<file path="src/rtl/clause_solver_pkg.sv">
// Shared definitions for the clause evaluation path: FSM encodings, sizing helpers and
// a saturating counter step.
package clause_solver_pkg;

   typedef logic [1:0] state_t;

   localparam state_t ST_IDLE    = 2'd0;
   localparam state_t ST_ISSUE   = 2'd1;
   localparam state_t ST_CAPTURE = 2'd2;
   localparam state_t ST_DONE    = 2'd3;

   // Clause capacity for a given index width.
   function automatic int clause_capacity(input int idx_w);
      return 1 << idx_w;
   endfunction

   // Clause counts run 0..NC inclusive, so they need one bit more than the index.
   function automatic int clause_count_width(input int idx_w);
      return idx_w + 1;
   endfunction

   function automatic logic [31:0] sat_inc(input logic [31:0] value, input logic [31:0] max_value);
      return (value >= max_value) ? value : value + 32'd1;
   endfunction

endpackage

</file>
<file path="src/rtl/clause_evaluation_sequencer.sv">
// Steps the one-clause checker through every clause of the formula and gathers the
// per-clause results into a bitmap, an unsatisfied count and an all-satisfied flag.
//
// state      | meaning
// -----------+-----------------------------------------------------------
// ST_IDLE    | waiting for in_start; results of the last run are held
// ST_ISSUE   | enable high for one cycle, checker registers its result
// ST_CAPTURE | sample ready/satisfied, advance index or finish
// ST_DONE    | one-cycle done pulse, results valid
module clause_evaluation_sequencer
   import clause_solver_pkg::*;
#(
   parameter int MAXIMUM_BIT_WIDTH_OF_CLAUSES_INDEX = 3,
   parameter bit EARLY_EXIT                         = 1'b0
) (
   input  logic                                        in_clk,
   input  logic                                        in_reset_n,
   input  logic                                        in_start,
   input  logic [MAXIMUM_BIT_WIDTH_OF_CLAUSES_INDEX:0] in_number_of_clauses,
   output logic [MAXIMUM_BIT_WIDTH_OF_CLAUSES_INDEX-1:0] out_clause_index,
   output logic                                        out_checker_enable,
   input  logic                                        in_checker_ready,
   input  logic                                        in_clause_is_satisfied,
   output logic                                        out_busy,
   output logic                                        out_done,
   output logic [(1<<MAXIMUM_BIT_WIDTH_OF_CLAUSES_INDEX)-1:0] out_satisfied_bitmap,
   output logic [MAXIMUM_BIT_WIDTH_OF_CLAUSES_INDEX:0] out_unsatisfied_count,
   output logic                                        out_all_satisfied,
   output logic                                        out_error
);

   localparam int IDX = MAXIMUM_BIT_WIDTH_OF_CLAUSES_INDEX;
   localparam int NC  = clause_capacity(IDX);
   localparam int CW  = clause_count_width(IDX);

   localparam logic [CW-1:0] NC_V     = CW'(NC);
   localparam logic [CW-1:0] CNT_MAX  = CW'((1 << CW) - 1);

   state_t          state_q, state_d;
   logic [IDX-1:0]  idx_q, idx_d;
   logic [CW-1:0]   n_q, n_d;
   logic [CW-1:0]   n_clamp;
   logic            en_q, en_d;
   logic            busy_q, busy_d;
   logic            done_q, done_d;
   logic [NC-1:0]   bitmap_q, bitmap_d;
   logic [CW-1:0]   count_q, count_d;
   logic            all_sat_q, all_sat_d;
   logic            error_q, error_d;
   logic            last_clause;

   assign n_clamp     = (in_number_of_clauses > NC_V) ? NC_V : in_number_of_clauses;
   assign last_clause = ({1'b0, idx_q} == (n_q - CW'(1)));

   always_comb begin
      state_d   = state_q;
      idx_d     = idx_q;
      n_d       = n_q;
      en_d      = en_q;
      busy_d    = busy_q;
      done_d    = 1'b0;
      bitmap_d  = bitmap_q;
      count_d   = count_q;
      all_sat_d = all_sat_q;
      error_d   = error_q;

      case (state_q)
         ST_IDLE: begin
            if (in_start) begin
               n_d       = n_clamp;
               bitmap_d  = '0;
               count_d   = '0;
               error_d   = 1'b0;
               idx_d     = '0;
               all_sat_d = 1'b0;
               if (n_clamp == '0) begin
                  // An empty formula is trivially satisfied and never touches the checker.
                  all_sat_d = 1'b1;
                  done_d    = 1'b1;
                  state_d   = ST_DONE;
               end else begin
                  en_d    = 1'b1;
                  busy_d  = 1'b1;
                  state_d = ST_ISSUE;
               end
            end
         end

         ST_ISSUE: begin
            en_d    = 1'b0;
            state_d = ST_CAPTURE;
         end

         ST_CAPTURE: begin
            if (!in_checker_ready) begin
               error_d   = 1'b1;
               all_sat_d = 1'b0;
               busy_d    = 1'b0;
               done_d    = 1'b1;
               state_d   = ST_DONE;
            end else begin
               bitmap_d[idx_q] = in_clause_is_satisfied;
               if (!in_clause_is_satisfied) begin
                  count_d = CW'(sat_inc(32'(count_q), 32'(CNT_MAX)));
               end
               if (last_clause || (!in_clause_is_satisfied && EARLY_EXIT)) begin
                  all_sat_d = (count_d == '0) && !error_q;
                  busy_d    = 1'b0;
                  done_d    = 1'b1;
                  state_d   = ST_DONE;
               end else begin
                  idx_d   = idx_q + IDX'(1);
                  en_d    = 1'b1;
                  state_d = ST_ISSUE;
               end
            end
         end

         ST_DONE: begin
            state_d = ST_IDLE;
         end

         default: begin
            state_d = ST_IDLE;
         end
      endcase
   end

   always_ff @(posedge in_clk or negedge in_reset_n) begin
      if (!in_reset_n) begin
         state_q   <= ST_IDLE;
         idx_q     <= '0;
         n_q       <= '0;
         en_q      <= 1'b0;
         busy_q    <= 1'b0;
         done_q    <= 1'b0;
         bitmap_q  <= '0;
         count_q   <= '0;
         all_sat_q <= 1'b0;
         error_q   <= 1'b0;
      end else begin
         state_q   <= state_d;
         idx_q     <= idx_d;
         n_q       <= n_d;
         en_q      <= en_d;
         busy_q    <= busy_d;
         done_q    <= done_d;
         bitmap_q  <= bitmap_d;
         count_q   <= count_d;
         all_sat_q <= all_sat_d;
         error_q   <= error_d;
      end
   end

   assign out_clause_index      = idx_q;
   assign out_checker_enable    = en_q;
   assign out_busy              = busy_q;
   assign out_done              = done_q;
   assign out_satisfied_bitmap  = bitmap_q;
   assign out_unsatisfied_count = count_q;
   assign out_all_satisfied     = all_sat_q;
   assign out_error             = error_q;

endmodule

</file>
<file path="config.mk">
export PLATFORM = sky130hd
export DESIGN_NAME = clause_evaluation_sequencer
export DESIGN_NICKNAME = d
export VERILOG_FILES = /design/src/rtl/clause_solver_pkg.sv /design/src/rtl/clause_evaluation_sequencer.sv
export SDC_FILE = /design/constraint.sdc
export NUM_CORES = 1
export LEC_CHECK = 0
export BUFFER_PORTS_ARGS = -buffer_cell sky130_fd_sc_hd__buf_2
export CAP_MARGIN = 20
export CORE_MARGIN = 4
export CORE_UTILIZATION = 55
export DETAILED_ROUTE_END_ITERATION = 10
export PLACE_DENSITY = 0.79
export SKIP_CTS_REPAIR_TIMING = 1
export SLEW_MARGIN = 20
export SYNTH_ARGS = -nofsm -noshare
export SYNTH_HDL_FRONTEND = slang
export SYNTH_SLANG_ARGS = --single-unit
</file>
<file path="constraint.sdc">
create_clock -name in_clk -period 4.81 [get_ports in_clk]
set_input_delay 0.962 -clock in_clk [delete_from_list [all_inputs] [get_ports in_clk]]
set_output_delay 0.962 -clock in_clk [all_outputs]
set_load 0.1 [all_outputs]
</file>
* Word-level counts from Yosys, hierarchy flattened *
Cells that the tools add are included.

operators by class
  add/subtract/negate cells = 3
  order comparisons = 4
  equal/unequal tests = 10
  multiplexer cells = 43
  reductions and logical operators = 15

operator list
  cell                                                       count
  2-to-1 mux 4 bit                                           7
  2-to-1 mux 1 bit                                           16
  2-to-1 mux 8 bit                                           2
  one-hot mux 8 bit (2 select lines)                         1
  != test 2 bit (second input constant)                      5
  2-to-1 mux 3 bit                                           3
  AND reduction 3 bit                                        3
  bitwise mux 8 bit                                          1
  zero test 4 bit                                            2
  2-to-1 mux 2 bit                                           4
  one-hot mux 1 bit (2 select lines)                         4
  one-hot mux 2 bit (4 select lines)                         1
  one-hot mux 4 bit (2 select lines)                         1
  AND reduction 4 bit                                        2
  one-hot mux 3 bit (2 select lines)                         1
  AND reduction 5 bit                                        1
  adder 4 x 1 -> 4 bit (second input constant)               1
  equality test 2 bit (second input constant)                2
  equality test 3 x 4 -> 1 bit                               1
  greater-or-equal comparator 4 bit (second input constant)  1
  > comparator 4 bit (second input constant)                 1
  < comparator 3 x 4 -> 1 bit (second input constant)        1
  subtractor 4 x 1 -> 4 bit (second input constant)          1
  adder 3 x 1 -> 3 bit (second input constant)               1
  other kinds (11)                                           12

storage, ports and cells
  register bits after elaboration = 26
  input bits = 9
  output and inout port bits = 20

* Logic depth before layout (Yosys ltp) *
Gate-level depths: netlist of run 1.

  depth in word-level cells = 10
  gate-level depth with buffers = 8
  mapped depth without buffers = 7

* Worst setup path before layout of run 1 *
Ideal clock, no wire load.

  path kind = register to register
  start point = register idx_q[2], in the netlist out_clause_index[2]
  end point = register all_sat_q, in the netlist out_all_satisfied
  setup time = 0.125 ns
  data arrival time = 2.311 ns
  required time = 4.685 ns
  path slack = 2.374 ns
  stages on the path, launching flop included = 7
  path buffers = 1
  clock period less this slack = 2.436 ns
  cells stage by stage = dfrtp_1 -> buf_6 -> xor2_1 -> or4b_4 -> a21oi_4 -> o21bai_1 -> mux2_4

on the way
  cells in the longest elaborated chain, start to end = 3

RTL lines
  item                                  line                                RTL
  from (decl)                           clause_evaluation_sequencer.sv:40   logic [IDX-1:0] idx_q, idx_d;
  from (signal assigned)                clause_evaluation_sequencer.sv:143  idx_q <= idx_d;
  equality test 3 x 4 -> 1 bit          clause_evaluation_sequencer.sv:53   assign last_clause = ({1'b0, idx_q} == (n_q - CW'(1)));
  != test 3 bit (no source line)        n/a
  AND reduction 3 bit (no source line)  n/a
  to (signal assigned)                  clause_evaluation_sequencer.sv:150  all_sat_q <= all_sat_d;
  to (decl)                             clause_evaluation_sequencer.sv:48   logic all_sat_q, all_sat_d;

Every way passes these cells.
A chain may end at the register's enable or synchronous reset.

* Worst setup path after layout of run 1 *
  start point = register idx_q[0], in the netlist out_clause_index[0]
  end point = output out_clause_index[0]

RTL lines
  item       line                               RTL
  to (decl)  clause_evaluation_sequencer.sv:20  output logic [MAXIMUM_BIT_WIDTH_OF_CLAUSES_INDEX-1:0] out_clause_index,

No word-level cell between the ends.

==> results of run 1 <==
## path summary, 6_finish.rpt
check                                               startpoint                             endpoint  slack (ps)  cells past startpoint
max                            out_clause_index[0]$_DFFE_PN0P_                  out_clause_index[0]        2350                      1
min                        out_satisfied_bitmap[2]$_DFFE_PN0P_  out_satisfied_bitmap[2]$_DFFE_PN0P_         500                      2
max reg2reg                                 n_q[0]$_DFFE_PN0P_        out_all_satisfied$_DFFE_PN0P_        2610                      7
min reg2reg                out_satisfied_bitmap[2]$_DFFE_PN0P_  out_satisfied_bitmap[2]$_DFFE_PN0P_         500                      2
max in group asynchronous                           in_reset_n        out_all_satisfied$_DFFE_PN0P_        3810                      1
min in group asynchronous                           in_reset_n  out_satisfied_bitmap[5]$_DFFE_PN0P_         620                      1
## final cells by class
class | count | area, sq um
well taps | 30 | 37.5
multi-input cells | 121 | 768
fillers | 224 | 881
flip-flops and latches | 26 | 651
inverters | 12 | 45.0
clock buffers | 3 | 22.5
repair buffers | 28 | 140
## metal layers
layer | wire length, um | vias up | part of all wire (%) | GRT usage, %
li1 | - | 634 | - | -
met3 | 185 | 11 | 5.3 | 2.16
met4 | 95 | 0 | 2.7 | 10.1
met5 | 0 | - | 0 | 0
met2 | 1820 | 43 | 52 | 36.6
met1 | 1390 | 652 | 40 | 23.4
## cells in the final DEF, fill, tap and decap left out, types with 2 or more instances in the layout
master    count
nand3_1       2
clkbuf_4      3
buf_2        28
nand3b_1      2
nand2_1      17
o21ai_0      13
nor2b_1       4
a21oi_1       2
mux2_2        2
nor2_1       11
mux2i_1       3
xor2_1        3
nor3_1        5
or2_1         2
nand2b_1      6
ha_1          6
inv_1        11
dfrtp_1      26
o31ai_1       3
a31oi_1       8
o21ai_1      15
a22o_1        2
## sequential cells by signal (all words and copies together), names as in the netlist
register / count
n_q: 4
out_all_satisfied: 1
out_busy: 1
out_checker_enable: 1
out_clause_index: 3
out_done: 1
out_error: 1
out_satisfied_bitmap: 8
out_unsatisfied_count: 4
state_q: 2
## metrics by stage
| step | setup slack [ps] | area (sq um) | std cells |
|---|---|---|---|
| final | 2350 | 1660 | 220 |
| after global routing | 2300 | 1660 | 220 |
| after CTS | 2370 | 1660 | 220 |
| after detailed placement | 2470 | 1640 | 217 |
| after global placement | 2560 | 1640 | 217 |
| after floorplan | 2370 | 1500 | 166 |
## cell families after synthesis
logic type | count (synthesis) | synth area share [%]
buf+inv | 19 | 5.26
xor+xnor | 3 | 1.75
flops | 26 | 43.4
mux | 6 | 4.51
compound gates | 50 | 20.6
fa+ha+maj | 6 | 5.01
simple gates | 56 | 19.5
## worst min-delay path, stage by stage, from the launching register on
cell	delay [ps]
dfrtp_1	360
o21ai_1	60
o21ai_0	60
==> reports/qor.yml, run 1 <==
slew_headroom_pct: 61.1
vias: 1340
antenna_cells: 0
outcome: "complete, no violations"
cp-start-kind: "register"
start_util_pct: 58.8
hpwl_um: 2680
clkSlewWorstSetupHoldPaths_ps: 130
cts.path.max_buffers: 2
gr-total-overflow: 0
synth.top_cell.area_share_pct: 43.4
drt-total-wl_um: 3490
cts_tree: "built"
max_cap_violations: 0
die_w_um: 60.2
hold_violations: 0
critPathSlowestCell: "dfrtp_1"
cp-end-kind: "output pin"
synth-edff-count: 0
cts.sinks: 26
synth_nets: 181
grt_pass1_vias: 1268
fp-row-count: 18
synth_cell_types: 38
critical_path_buf_inv_count: 1
ys_seq_area_share_pct: 43.4
clockRootBuffer: "clkbuf_4"
synth_cells: 166
setup_viol_count_final: 0
rsz0062_at_grt: "no"
drc: 0
cts_max_level: 1
ant_nets: 0
synth_area_per_cell_sq_um: 9.02
synth_common_cells: "26 x dfrtp_1, 17 x nand2_1, 15 x o21ai_1"
yosysTopAreaCell: "dfrtp_1"
path_max_fanout: 14
critPathTopFamily: "flip-flops"
clock_latency_ps: 320
finClkSkew_ps: 3.45
drt_iter0_markers: 39
antenna_found_initial: 0
yosysMostFrequentCell: "dfrtp_1"
drtPass1Iterations: 4
synth.area.top_cells: "dfrtp_1 43%, ha_1 5.0%, o21ai_1 5.0%, o21ai_0 4.3%, nand2_1 4.3%"
tns_ps: 0
fin_crit_ps: 2460
max_stage_delay_ps: 660
utilization_pct: 65.4
fin_hold_ws_ps: 502
vias_per_cell: 6.09
syn_area_sq_um: 1500
crit_arrival_ps: 1490
fin_nets: 207
hold_path_class: "register to register"
wl_per_cell_um: 15.9
fmax_mhz: 407
die_area_sq_um: 3620
crit_type: "register to output pin"
synth-seq-cells: 26
die_height_um: 60.2
grt_pass1_wl_um: 5450
worstMarginPinSlew_ps: 584
fin_crit_sh_pct: 51.1
place.gp.congestion: 0.826
grt_max_degree: 27
slew_viol_final: 0
area_delta_synth_final_pct: 11.1
cts_inserted_buffers: 3
grtUsageTotal_pct: 20.3
core_sq_um: 2540
crit_required_ps: 3850
yosys_warnings: 0
crit_chain: "buf_2"
final_layout_size_suffix_gt1_share_pct: 20.0
synth_flop_cell: "dfrtp_1"
ys_async_sr_fraction_pct: 100
portBuffers: 28
io_pins: 29
Power of run 1 is not shown: default switching activity piles up to over one toggle a cycle in this logic, so the estimate is an artifact.
==> inputs of run 2 (changes only) <==
Settings changed: ABC_AREA set to 1.
Clock period 4.81 ns to 2.4 ns, I/O delays scaled along.
==> reports/qor.yml, run 2 <==
max_cap_violations: 0
tns_ps: 0
grt_max_degree: 27
syn_area_sq_um: 1570
grt_pass1_wl_um: 5230
startpoint: "state_q[1]$_DFFE_PN0N_"
peakVddDrop_mv: 1.05
p_leak_uw: 0.000939
antenna_found_initial: 0
reg2reg_slack_ps: 530
yosys_warnings: 0
final_cell_mix: "47 x nand2_1, 35 x inv_1, 28 x buf_2, 26 x dfrtp_1, 20 x nand3_1"
slew_headroom_pct: 61.3
hold_path_class: "input pin to async pin"
antenna_cells: 0
die_area_sq_um: 3780
rsz0062_at_grt: "no"
clkSlewWorstSetupHoldPaths_ps: 130
die_w_um: 61.5
grtUsageTotal_pct: 18.2
combinationalPowerShare_pct: 62.0
intPower_uw: 971
drt-total-wl_um: 3190
cts_max_level: 1
crit_arrival_ps: 2080
cts_tree: "built"
drc: 0
portBuffers: 28
wl_met3_um: 157
drtPass1Iterations: 4
final_common_cell: "nand2_1"
synth_common_cells: "47 x nand2_1, 35 x inv_1, 26 x dfrtp_1"
fin_crit_sh_pct: 77.8
vias: 1367
worstMarginPinSlew_ps: 580
p_clk_share_pct: 9.8
area_delta_synth_final_pct: 12.4
synth-seq-cells: 26
routed.top_layer: "met4"
outcome: "complete, no violations"
finClkSkew_ps: 3.24
reg2reg_to: "out_clause_index[0]$_DFFE_PN0P_"
final_layout_size_suffix_gt1_share_pct: 23.0
fin_crit_ps: 1870
cts.path.max_buffers: 2
synth_nets: 216
synth_cells: 201
gr-total-overflow: 0
drt_iter0_markers: 58
worst_r2r_path_depth: 10
clockRootBuffer: "clkbuf_4"
cp-end-kind: "register"
wl_met1_um: 1470
synth_flop_cell: "dfrtp_1"
io_pins: 29
synth.top_cell.area_share_pct: 41.4
ys_seq_area_share_pct: 41.4
synth.area.top_cells: "dfrtp_1 41%, nand2_1 11%, inv_1 8.4%, nand3_1 6.4%, o22ai_1 5.2%"
largest_reg_flops: 8
grt_pass1_vias: 1199
fin_nets: 246
core_sq_um: 2730
crit_required_ps: 2610
p_per_area_nw_per_um2: 1250
slew_viol_final: 0
rr_startpoint: "state_q[1]$_DFFE_PN0N_"
pwr-share-seq_pct: 28.2
switching_share_pct: 55.9
vias_per_cell: 5.24
switching_power_uw: 1230
ant_nets: 0
yosysTopAreaCell: "dfrtp_1"
wl_met2_um: 1530
crit_end: "out_clause_index[0]$_DFFE_PN0P_"
setup_viol_count_final: 0
place_inst: 257
final_cells: 261
fmax_mhz: 536
hpwl_um: 2420
synth_area_per_cell_sq_um: 7.82
die_height_um: 61.5
utilization_pct: 64.6
fp-row-count: 19
cp-start-kind: "register"
cts.sinks: 26
synth-edff-count: 0
ys_async_sr_fraction_pct: 100
clock_latency_ps: 310
place.gp.congestion: 0.957
synth_cell_types: 28
yosysMostFrequentCell: "nand2_1"
hold_violations: 0
wl_per_cell_um: 12.2
start_util_pct: 57.5
cts_inserted_buffers: 3
crit_type: "register to register"
path_max_fanout: 11
-- run 2: cell types whose count changed after synthesis, sizes merged, moves of 6 or more --
| cell | before | now |
|---|---|---|
| inv | 11 | 39 |
| clkbuf | 6 | 0 |
| a21oi | 3 | 12 |
| o22ai | 1 | 13 |
| o21ai | 28 | 11 |
| nand2b | 6 | 0 |
| nand2 | 17 | 49 |
| nand3 | 2 | 22 |
| a31oi | 8 | 0 |
-- run 2: per-stage QoR --
step / hold WS [ps] / area, sq um / setup WS, ps / power [uW]
after floorplan: 184 / 1570 / 420 / 1790
after global placement: 451 / 1730 / 712 / 1970
after detailed placement: 457 / 1730 / 608 / 1990
after CTS: 145 / 1770 / 548 / 2220
after global routing: 161 / 1770 / 369 / 2370
final: 139 / 1770 / 533 / 2200
-- run 2: final cells by class --
class,instances,area [sq um]
Multi-Input combinational cell,131,743
Fill cell,230,967
Clock buffer,4,36.3
Tap cell,31,38.8
Sequential cell,26,651
Inverter,40,150
Timing Repair Buffer,29,148
-- run 2: cells by family (layout without fill, tap and decap cells) --
family | Yosys count | after routing | synth area share, %
buf+inv | 44 | 73 | 11.3
simple gates | 86 | 86 | 25.8
fa+ha+maj | 6 | 6 | 4.78
flops | 26 | 26 | 41.4
xor+xnor | 2 | 2 | 1.11
compound gates | 37 | 37 | 15.6
-- run 2: critical path: stages (launching register included) --
cell and delay, ps:
dfrtp_1 400, inv_1 80, ha_1 240, nand2_1 160
inv_1 110, a21oi_4 200, nand2_2 230, inv_2 160
nand2_4 80, nand2_1 60, o21ai_1 70
-- run 2: per-layer routing --
layer  GRT usage (%)  up-vias
li1                -      709
met1            24.8      623
met2            29.5       31
met3            3.14        4
met4            6.06        0
met5               0        -
-- run 2: power by group through the flow --
stage / clock network [uW] / logic [uW] / registers (uW)
6_report: 217 / 1370 / 622
5_1_grt: 238 / 1490 / 640
4_1_cts: 224 / 1370 / 622
3_5_place_dp: 0 / 1360 / 633
3_3_place_gp: 0 / 1340 / 627
2_1_floorplan: 0 / 746 / 1040
-- run 2: how the worst min path moves through the flow --
| stage | from | to | depth (start not counted) |
|---|---|---|---|
| 2_1_floorplan | in_reset_n | n_q[0]$_DFFE_PN0P_ | 0 |
| 3_3_place_gp | out_checker_enable$_DFFE_PN0P_ | out_checker_enable$_DFFE_PN0P_ | 2 |
| 3_5_place_dp | out_busy$_DFFE_PN0P_ | out_busy$_DFFE_PN0P_ | 2 |
| 4_1_cts | in_reset_n | n_q[2]$_DFFE_PN0P_ | 1 |
| 5_1_grt | in_reset_n | out_satisfied_bitmap[2]$_DFFE_PN0P_ | 1 |
| 6_report | in_reset_n | out_satisfied_bitmap[2]$_DFFE_PN0P_ | 1 |
No activity file was read; power rests on OpenSTA's default activity.
